===== src/rtl/rtc_bus_write.sv =====
// rtl/rtc_bus_write.sv - RTC multiplexed AD-port write-cycle generator.
// Drives one cs_n/wr_n cycle per start with programmable phase lengths, then pulses final_wr.
module rtc_bus_write #(
  parameter int unsigned T_SETUP = 2,
  parameter int unsigned T_PULSE = 4,
  parameter int unsigned T_HOLD  = 2,
  parameter int unsigned T_REC   = 2
) (
  input  logic       clk,
  input  logic       reset,
  input  logic       start,
  input  logic       is_addr,
  input  logic [7:0] din,
  output logic       cs_n,
  output logic       wr_n,
  output logic       rd_n,
  output logic       ad_sel,
  output logic [7:0] bus_out,
  output logic       bus_oe,
  output logic       busy,
  output logic       final_wr
);

  localparam logic [7:0] L_SETUP = 8'(T_SETUP - 1);
  localparam logic [7:0] L_PULSE = 8'(T_PULSE - 1);
  localparam logic [7:0] L_HOLD  = 8'(T_HOLD - 1);
  localparam logic [7:0] L_REC   = 8'(T_REC - 1);

  typedef enum logic [2:0] {
    S_IDLE, S_SETUP, S_STROBE, S_HOLD, S_RECOVER, S_DONE
  } state_t;

  state_t     r_state, w_next;
  logic [7:0] r_cnt, w_cnt_nxt;
  logic [7:0] r_bus_q;
  logic       r_addr_q;
  logic       r_cs_n, r_wr_n, r_ad_sel, r_bus_oe, r_busy, r_final_wr;
  logic       w_cs_n, w_wr_n, w_ad_sel, w_bus_oe, w_busy, w_final_wr;
  logic       w_launch, w_addr_nxt;

  assign w_launch   = (r_state == S_IDLE) && start;
  assign w_addr_nxt = w_launch ? is_addr : r_addr_q;

  always_ff @(posedge clk or posedge reset) begin
    if (reset) begin
      r_state    <= S_IDLE;
      r_cnt      <= 8'd0;
      r_bus_q    <= 8'd0;
      r_addr_q   <= 1'b0;
      r_cs_n     <= 1'b1;
      r_wr_n     <= 1'b1;
      r_ad_sel   <= 1'b0;
      r_bus_oe   <= 1'b0;
      r_busy     <= 1'b0;
      r_final_wr <= 1'b0;
    end else begin
      r_state    <= w_next;
      r_cnt      <= w_cnt_nxt;
      r_addr_q   <= w_addr_nxt;
      if (w_launch) r_bus_q <= din;
      r_cs_n     <= w_cs_n;
      r_wr_n     <= w_wr_n;
      r_ad_sel   <= w_ad_sel;
      r_bus_oe   <= w_bus_oe;
      r_busy     <= w_busy;
      r_final_wr <= w_final_wr;
    end
  end

  always_comb begin
    w_next = r_state;
    case (r_state)
      S_IDLE:    if (start) w_next = S_SETUP;
      S_SETUP:   if (r_cnt == 8'd0) w_next = S_STROBE;
      S_STROBE:  if (r_cnt == 8'd0) w_next = S_HOLD;
      S_HOLD:    if (r_cnt == 8'd0) w_next = S_RECOVER;
      S_RECOVER: if (r_cnt == 8'd0) w_next = S_DONE;
      S_DONE:    w_next = S_IDLE;
      default:   w_next = S_IDLE;
    endcase
  end

  // Counter reloads on every phase entry and otherwise runs down to zero and parks.
  always_comb begin
    w_cnt_nxt = r_cnt;
    if (w_next != r_state) begin
      case (w_next)
        S_SETUP:   w_cnt_nxt = L_SETUP;
        S_STROBE:  w_cnt_nxt = L_PULSE;
        S_HOLD:    w_cnt_nxt = L_HOLD;
        S_RECOVER: w_cnt_nxt = L_REC;
        default:   w_cnt_nxt = 8'd0;
      endcase
    end else if (r_cnt != 8'd0) begin
      w_cnt_nxt = r_cnt - 8'd1;
    end
  end

  // Outputs decode the state being entered so they register on the same edge.
  always_comb begin
    w_cs_n     = 1'b1;
    w_wr_n     = 1'b1;
    w_bus_oe   = 1'b0;
    w_busy     = (w_next != S_IDLE);
    w_final_wr = 1'b0;
    w_ad_sel   = r_ad_sel;
    case (w_next)
      S_SETUP, S_HOLD: begin
        w_cs_n   = 1'b0;
        w_bus_oe = 1'b1;
        w_ad_sel = ~w_addr_nxt;
      end
      S_STROBE: begin
        w_cs_n   = 1'b0;
        w_wr_n   = 1'b0;
        w_bus_oe = 1'b1;
        w_ad_sel = ~w_addr_nxt;
      end
      S_DONE:  w_final_wr = 1'b1;
      default: ;
    endcase
  end

  assign cs_n     = r_cs_n;
  assign wr_n     = r_wr_n;
  assign rd_n     = 1'b1;
  assign ad_sel   = r_ad_sel;
  assign bus_out  = r_bus_q;
  assign bus_oe   = r_bus_oe;
  assign busy     = r_busy;
  assign final_wr = r_final_wr;

endmodule


===== config.mk =====
export PLATFORM = sky130hd
export DESIGN_NAME = rtc_bus_write
export DESIGN_NICKNAME = d
export VERILOG_FILES = /design/src/rtl/rtc_bus_write.sv
export SDC_FILE = /design/constraint.sdc
export NUM_CORES = 1
export LEC_CHECK = 0
export ABC_AREA = 1
export ABC_CLOCK_PERIOD_IN_PS = 3400
export BUFFER_PORTS_ARGS = -buffer_cell sky130_fd_sc_hd__buf_2
export CORE_ASPECT_RATIO = 1.2
export CORE_MARGIN = 4
export CORE_UTILIZATION = 55
export CTS_CLUSTER_DIAMETER = 50
export DETAILED_ROUTE_END_ITERATION = 10
export PLACE_DENSITY = 0.87
export SYNTH_ARGS = -nofsm -noshare
export SYNTH_HDL_FRONTEND = slang
export SYNTH_SLANG_ARGS = --single-unit

===== constraint.sdc =====
create_clock -name clk -period 3.4 [get_ports clk]
set_input_delay 0.17 -clock clk [delete_from_list [all_inputs] [get_ports clk]]
set_output_delay 0.17 -clock clk [all_outputs]
set_load 0.01 [all_outputs]

---- Word level (Yosys, flattened, before mapping) ----
Cells that the tools add are included.
operators by class
  mux-type cells .......................... 14
  reduce and logical (&&, ||, !) cells .... 8
  add/subtract/negate cells ............... 1
  equality and inequality tests ........... 10
  bitwise logic cells ..................... 1
operators by type and width
  kind                                              count
  two-way mux 8 bit                                 2
  two-way mux 3 bit                                 5
  one-hot mux 3 bit (5 select lines)                1
  == test 3 x 2 -> 1 bit, second input constant     4
  == test 3 bit, second input constant              3
  zero test 8 bit                                   1
  nonzero test 8 bit                                1
  subtractor 8 x 1 -> 8 bit, second input constant  1
  == test 3 x 1 -> 1 bit, second input constant     2
  OR reduction 3 bit                                2
  two-way mux 1 bit                                 5
  one-hot mux 2 bit (2 select lines)                1
  zero test 3 bit                                   1
  inequality test 3 bit                             1
  nonzero test 3 bit                                1
  nonzero test 2 bit                                1
  logical AND 1 bit                                 1
  NOT 1 bit                                         1
word-level totals
  flip-flop bits (word level) ............. 26
  output and inout bits ................... 15
  input port bits ......................... 12

---- Logic depth before layout (Yosys ltp) ----
Gate-level depths: netlist (run 1).
  depth in word-level cells ............... 7
  depth in mapped cells ................... 12
  depth with buffers taken out ............ 12

---- Least setup slack after synthesis (run 1) ----
OpenSTA, ideal clock, no wires.
  path kind ............................... register to register
  start ................................... register r_cnt[0]
  end ..................................... register r_cnt[0]
  library setup time ...................... 0.065 ns
  clock period less this slack ............ 1.458 ns
  setup slack ............................. 1.942 ns
  buffers on the path ..................... 0
  required time ........................... 3.335 ns
  arrival ................................. 1.393 ns
  cell stages (with the launch flop) ...... 11
  cells stage by stage .................... dfrtp_1 -> inv_1 -> ha_1 -> nand2_1 -> nor2_1 -> nand2_2 -> o211ai_2 -> nand2_1 -> nand2_2 -> nand3_1 -> nand2_1
on the way
  word-level cells in the longest chain between the ends .. 7
RTL lines
  item                                            line  RTL
  from (decl)                                     34    logic [7:0] r_cnt, w_cnt_nxt;
  from (signal assigned)                          58    r_cnt <= w_cnt_nxt;
  zero test 8 bit                                 --
  two-way mux 3 bit (on tied branches)            --
  one-hot mux 3 bit (5 select lines)              72    case (r_state)
  == test 3 x 1 -> 1 bit (tied with other cells)  87    case (w_next)
  OR reduction 3 bit (no source line)             --
  one-hot mux 2 bit (2 select lines)              87
  two-way mux 8 bit                               86    if (w_next != r_state) begin
Parallel ways exist; a longest one is shown, timed or not. The select of a mux whose other input is x is not followed.
A chain may end at the register's enable or synchronous reset.

---- Worst setup path in the final report (run 1) ----
  start ................................... register r_cnt[0]
  end ..................................... register r_cnt[1]
The elaborated chain is that of the path after synthesis.

==> results of run 1 <==
## registers in the layout, summed over array words and instances, names as in the netlist
signal and cells:
ad_sel 1, bus_oe 1, bus_out 8, busy 1, cs_n 1, final_wr 1
r_addr_q 1, r_cnt 8, r_state 3, wr_n 1
## layout make-up
cell class	count	area, µm²
Clock buffer	3	22.5
Timing Repair Buffer	25	125
Clock inverter	1	30.0
Fill cell	186	672
Multi-Input combinational cell	79	502
Tap cell	30	37.5
Sequential cell	26	653
Inverter	20	75.1
## kinds of logic after synthesis
group | Yosys count | synth area share (%)
compound gates | 9 | 4.21
xor+xnor | 4 | 2.81
fa+ha+maj | 1 | 1.00
buf+inv | 22 | 7.52
flops | 26 | 52.3
mux | 8 | 7.21
other cells | 1 | 0.300
simple gates | 56 | 24.6
## placed cells by master, fill, tap and decap left out, types with 3 or more instances in the layout
cell type and n:
a21oi_1 4, buf_2 25, clkbuf_4 3, dfrtp_1 24
inv_1 16, inv_2 4, mux2_1 8, nand2_1 19
nand2_2 7, nand3_1 6, nand3_2 3, nor2_1 11
o21ai_1 3, xor2_1 3
## per-stage QoR
stage | setup slack [ns] | total power, W
2_1_floorplan | 1.94 | 0.00110
3_3_place_gp | 1.85 | 0.00124
3_5_place_dp | 1.79 | 0.00128
4_1_cts | 1.75 | 0.00150
5_1_grt | 1.60 | 0.00162
6_report | 1.76 | 0.00148
## power by group through the flow
| stage | clock [W] | combinational [W] | sequential (W) |
|---|---|---|---|
| after global routing | 0.000229 | 0.000835 | 0.000553 |
| after floorplan | 0 | 0.000527 | 0.000570 |
| final | 0.000212 | 0.000735 | 0.000534 |
| after CTS | 0.000217 | 0.000747 | 0.000535 |
| after global placement | 0 | 0.000708 | 0.000533 |
| after detailed placement | 0 | 0.000740 | 0.000542 |
## worst max-delay path by stage
| stage | from | endpoint | slack (ns) | cells after the start |
|---|---|---|---|---|
| 6_report | r_cnt[0]$_DFFE_PP0P_ | r_cnt[1]$_DFFE_PP0P_ | 1.76 | 10 |
| 5_1_grt | r_cnt[0]$_DFFE_PP0P_ | ad_sel$_DFFE_PP0N_ | 1.60 | 12 |
| 4_1_cts | r_cnt[0]$_DFFE_PP0P_ | r_cnt[1]$_DFFE_PP0P_ | 1.75 | 10 |
| 3_5_place_dp | r_cnt[0]$_DFFE_PP0P_ | r_cnt[0]$_DFFE_PP0P_ | 1.79 | 11 |
| 3_3_place_gp | r_cnt[0]$_DFFE_PP0P_ | r_cnt[0]$_DFFE_PP0P_ | 1.85 | 11 |
| 2_1_floorplan | r_cnt[0]$_DFFE_PP0P_ | r_cnt[0]$_DFFE_PP0P_ | 1.94 | 10 |
## critical path: stages (launching register included)
cell and delay (ns):
dfrtp_1 0.39, inv_1 0.10, ha_1 0.21, nand2_1 0.06
nor2_1 0.17, nand3_2 0.12, nand3_1 0.11, nand2_1 0.06
nand2_2 0.11, nand2_1 0.09, o21ai_1 0.15
## synth_stat cells
library cell / n
nor2_1: 11
nor2_4: 2
o21ai_1: 3
nand3_2: 3
xnor2_1: 1
buf_6: 1
nand3b_1: 1
nor2_8: 1
buf_4: 1
nand3_1: 6
dfstp_2: 2
o211ai_2: 1
o21ai_0: 1
ha_1: 1
xor2_1: 3
inv_1: 16
nand4_1: 2
nor3_1: 1
a21oi_1: 4
mux2_1: 8
nand2_2: 7
nand2_4: 1
conb_1: 1
nor2_2: 2
nand2_1: 19
inv_2: 4
dfrtp_1: 24
## per-layer routing
metal  up-vias  track usage [%]  routed length, µm  share of wire [%]
li1        448                -                  -                  -
met1       448             19.0                911                 40
met2        25             32.7               1200                 53
met3         7             3.74                104                4.6
met4         0             10.5                 62                2.7
met5         -                0                  0                  0
==> flow_summary.toml, run 1 <==
[status]
status = "finished, final reports clean"

[detailed_routing]
drt-initial-drc-count = 12
wl_per_cell_um = 12.4
postRouteAntennaNets = 0
drtPass1Iterations = 4
via_per_inst = 5.04
drc = 0
wl_um = 2280
routed-via-count = 928

[global_route]
grt_usage_pct = 18.0
overflow = 0
antenna_found_initial = 0
grt_max_degree = 27
grt_pass1_wl_um = 4110
grt_pass1_vias = 976

[floorplan]
start_util_pct = 59.0
dieArea_um2 = 3100
placementRows = 18
coreArea_um2 = 2120
die_y_um = 60.2
dieWidth_um = 51.5
pin_count = 27

[synthesis]
yosysWarnings = 0
syn_nets = 140
ys_seq_elements = 26
synthTopCellsByArea = "dfrtp_1 48%, mux2_1 7.2%, nand2_1 5.7%"
avgSynthCellArea_um2 = 9.83
post-synth-top-area-fraction_pct = 48.1
syn_inst = 127
yosysSeqAreaShare_pct = 52.3
synth.largest_area_cell = "dfrtp_1"
synth_cell_type_count = 27
syn_area_um2 = 1250

[worst_setup_path]
required_ns = 3.66
startpoint_type = "flop"
timing.rr.start = "r_cnt[0]$_DFFE_PP0P_"
r2r-end = "r_cnt[1]$_DFFE_PP0P_"
cp.arrival_ns = 1.90
ff2ff_setup_slack_ns = 1.76
critical_path_class = "flop to flop"
critPathMaxFanout = 4
reg2reg_depth = 10
end_kind = "flop"

[layout]
syn_to_final_growth_pct = 15.7
design_area_um2 = 1450
num_antenna_cells = 0
fin_util_pct = 68.3
fin_cells = 184
drive_gt1_share_pct = 33.8
layout.nets = 168

[timing]
slew_headroom_pct = 37.1
setup_viol = 0
period_needed_ns = 1.64
clock_skew_ns = 0.00140
fmaxAchievable_mhz = 611
finalHoldViolCount = 0
worstMarginPinSlew_ns = 0.943
final.setup.tns_ns = 0
slew_viol_final = 0
whs_ns = 0.0274
rsz0062_at_grt = "no"
fin_crit_sh_pct = 48.1

[pwr]
combPwrFrac_pct = 49.6
clkPwrFrac_pct = 14.3
p_sw_w = 0.000630
power_leakage_nw = 0.757
pwr-share-seq_pct = 36.1
p_sw_share_pct = 42.5
ir_drop_mv = 0.584
p_per_area_nw_per_um2 = 1030
intPower_w = 0.000851

[clock_network]
ctsResizeCount = 0
htreeDepth = 1
clkTransAtPathRegs_ns = 0.14
hold_buffers = 0
cts_tree = "done"
cts.sinks = 26
cts_made_buffers = 3
clock_latency_ns = 0.33
clock_tree.buffer_depth = 2
cts_root_buf = "clkbuf_4"
postCtsSetupBuffers = 0

[placement]
postPlaceCellArea_um2 = 1390
post-place-cells = 180
io_buffers = 25
detailed_place_hpwl_um = 1790
place_congestion = 0.836

[min_path]
hold_path.class = "input port to async pin"

[flow_run]
maxCapViolCount = 0
No activity file was read; power rests on OpenSTA's default activity.
==> run 2: changes to the inputs <==
==> config.mk (replaced) <==
export PLATFORM = sky130hd
export DESIGN_NAME = rtc_bus_write
export DESIGN_NICKNAME = d
export VERILOG_FILES = /design/src/rtl/rtc_bus_write.sv
export SDC_FILE = /design/constraint.sdc
export NUM_CORES = 1
export LEC_CHECK = 0
export ABC_AREA = 0
export ABC_CLOCK_PERIOD_IN_PS = 1700
export BUFFER_PORTS_ARGS = -buffer_cell sky130_fd_sc_hd__buf_2
export CORE_ASPECT_RATIO = 1.2
export CORE_MARGIN = 4
export CORE_UTILIZATION = 52
export CTS_CLUSTER_DIAMETER = 50
export DETAILED_ROUTE_END_ITERATION = 10
export PLACE_DENSITY = 0.83
export SYNTH_ARGS = -nofsm -noshare
export SYNTH_HDL_FRONTEND = slang
export SYNTH_SLANG_ARGS = --single-unit
==> constraint.sdc (replaced) <==
create_clock -name clk -period 1.7 [get_ports clk]
set_input_delay 0.085 -clock clk [delete_from_list [all_inputs] [get_ports clk]]
set_output_delay 0.085 -clock clk [all_outputs]
set_load 0.01 [all_outputs]
==> flow_summary.toml, run 2 <==
[worst_setup_path]
critical_path_cell_count = 7
critPathTopFamily = "flip-flops"
end_kind = "flop"
worstPathCellList = "inv_2 > ha_4 > nor3b_4 > and2_4 > buf_12 > a311oi_4 > mux2i_1"
ff2ff_setup_slack_ns = -0.11
critPathMaxFanout = 6
startpoint_type = "flop"
timing.rr.start = "r_cnt[1]$_DFFE_PP0P_"
reg2reg_depth = 7
path_buf_inv = 2
cp.arrival_ns = 2.04
critical_path_class = "flop to flop"
required_ns = 1.93
critPathSlowestCell = "dfrtp_1"
r2r-end = "ad_sel$_DFFE_PP0N_"
slowest_delay_ns = 0.40

[timing]
setup_viol = 3
fin_crit_sh_pct = 107
slew_viol_final = 0
period_needed_ns = 1.81
rsz0062_at_grt = "yes"
setup_ws_ns = -0.111
finalHoldViolCount = 0
fmaxAchievable_mhz = 552
worstMarginPinSlew_ns = 0.472
slew_headroom_pct = 67.7
clock_skew_ns = 0.00520

[detailed_routing]
routed-via-count = 1055
postRouteAntennaNets = 0
top_layer = "met4"
wl_um = 3150
wl_met1_um = 1210
wl_per_cell_um = 16.2
via_per_inst = 5.44
drc = 0
met3_length_um = 153
drt-initial-drc-count = 43
drtPass1Iterations = 4
wl_met2_um = 1720

[synthesis]
synthTopCellsByArea = "dfrtp_1 48%, mux2_2 8.1%, nor2_1 4.8%"
yosysMostFrequentCell = "dfrtp_1"
synthMuxAreaShare_pct = 12.1
synth_cell_type_count = 37
synthArstFlopShare_pct = 100
synth_edf_count = 0
ys_seq_elements = 26
avgSynthCellArea_um2 = 11.4
post-synth-top-area-fraction_pct = 48.0
syn_inst = 110
post_synth_and_or_nand_nor_area_fraction_pct = 17.3
synth_xor_area_share_pct = 2.10
synth_top_family_by_area = "simple AND/OR/NAND/NOR gates"
synth_common_cells = "24 x dfrtp_1, 16 x nor2_1, 9 x mux2_2"
synth_fa_ha_area_share_pct = 1.00
syn_area_um2 = 1250
synth_ff_type = "dfrtp_1"
yosysWarnings = 0
synth.largest_area_cell = "dfrtp_1"
syn_nets = 123
synth_compound_area_share_pct = 10.8
yosysSeqAreaShare_pct = 52.2

[layout]
num_antenna_cells = 0
syn_to_final_growth_pct = 34.6
layout_commonest_cell = "buf_2"
fillers = 139
mostFrequentLayoutCells = "25 x buf_2, 24 x dfrtp_1, 20 x buf_4, 16 x nor2_1, 9 x mux2_2"
drive_gt1_share_pct = 44.8
layout.nets = 177

[clock_network]
cts_made_buffers = 3
cts_root_buf = "clkbuf_4"
cts_tree = "done"
htreeDepth = 1
cts.sinks = 26
clock_tree.buffer_depth = 2
clock_latency_ns = 0.31
clkTransAtPathRegs_ns = 0.14

[floorplan]
start_util_pct = 54.3
pin_count = 27
dieArea_um2 = 3260
dieWidth_um = 52.8
placementRows = 19
die_y_um = 61.7
coreArea_um2 = 2310

[pwr]
power_leakage_nw = 0.817
p_per_area_nw_per_um2 = 1820
power.total_w = 0.00306
ir_drop_mv = 0.978

[global_route]
grt_pass1_wl_um = 4140
antenna_found_initial = 0
grt_max_degree = 15
overflow = 0
grt_usage_pct = 17.4
grt_pass1_vias = 944

[min_path]
hp-start = "din[4]"
min_to = "bus_out[4]$_DFFE_PP0P_"
hold_path_depth = 2
hold_path.class = "input port to flop"

[flow_run]
maxCapViolCount = 0

[placement]
detailed_place_hpwl_um = 1950
pre_cts_slack_ns = -0.0469
place_congestion = 0.805
io_buffers = 25

[status]
violations = "setup timing"
status = "finished with violations"
[run 2: cell count changes in the layout (fill, tap and decap cells not counted), sizes merged, moves of 3 or more]
cell         change
nand2           -22
buf             +21
inv             -13
dlygate4sd3      +8
nand3            -7
mux2i            +5
o21ai            -3
[run 2: worst max-delay path by stage]
stage               slack [ns]                   end            startpoint
finish                   -0.11    ad_sel$_DFFE_PP0N_  r_cnt[1]$_DFFE_PP0P_
global route             -0.12    ad_sel$_DFFE_PP0N_  r_cnt[1]$_DFFE_PP0P_
CTS                       0.03  r_state[0]$_DFF_PP0_  r_cnt[1]$_DFFE_PP0P_
detailed placement       -0.05  r_state[0]$_DFF_PP0_  r_cnt[1]$_DFFE_PP0P_
global placement          0.04  r_cnt[2]$_DFFE_PP0P_  r_cnt[1]$_DFFE_PP0P_
floorplan                 0.05  r_cnt[3]$_DFFE_PP0P_  r_cnt[0]$_DFFE_PP0P_
[run 2: area by class of cell]
type	instances	area, µm²	area share (%)
Clock buffer	4	26.3	1.56
Timing Repair Buffer	54	375	22.3
Multi-Input combinational cell	72	564	33.5
Tap cell	31	38.8	2.30
Sequential cell	26	653	38.8
Inverter	7	26.3	1.56
[run 2: power by group]
part | leakage [nW] | switching (W) | total (W) | internal [W]
clock network | 0.0150 | 0.000175 | 0.000266 | 0.0000916
registers | 0.312 | 0.000225 | 0.00112 | 0.000899
logic | 0.490 | 0.000805 | 0.00167 | 0.000867
[run 2: logic make-up (layout without fill, tap and decap cells)]
logic type                 Yosys count  in the layout
and+or+nand+nor                     37             37
adders and majority gates            1              1
AOI/OAI and AO/OA                   16             16
other                                1              1
buffers and inverters               12             65
DFF                                 26             26
xor gates and xnor gates             3              3
muxes                               14             14
[run 2: what timing repair did]
action                                 in CTS  in global routing
resized for setup                           1                  3
setup endpoints to repair                   9                 10
endpoints found under the hold margin      28                  3
pin swaps                                   1                  5
setup buffers                               1                  9
hold buffers                                5                  3
[run 2: through the flow]
stage	hold slack, ns	setup TNS, ns	cell area [µm²]	instances	utilization, %
final	0.0118	-0.142	1680	194	73.0
after global routing	-0.00603	-0.286	1680	194	73.0
after CTS	0.000500	0	1560	182	67.8
after detailed placement	0.0207	-0.0929	1480	172	64.1
after global placement	0.00514	0	1480	172	64.1
after floorplan	0.124	0	1250	110	-
[run 2: routing by layer]
layer	vias to the layer above	track usage [%]
met1	515	18.7
met2	45	34.2
met5	-	0
met3	8	2.86
met4	0	5.47
li1	487	-
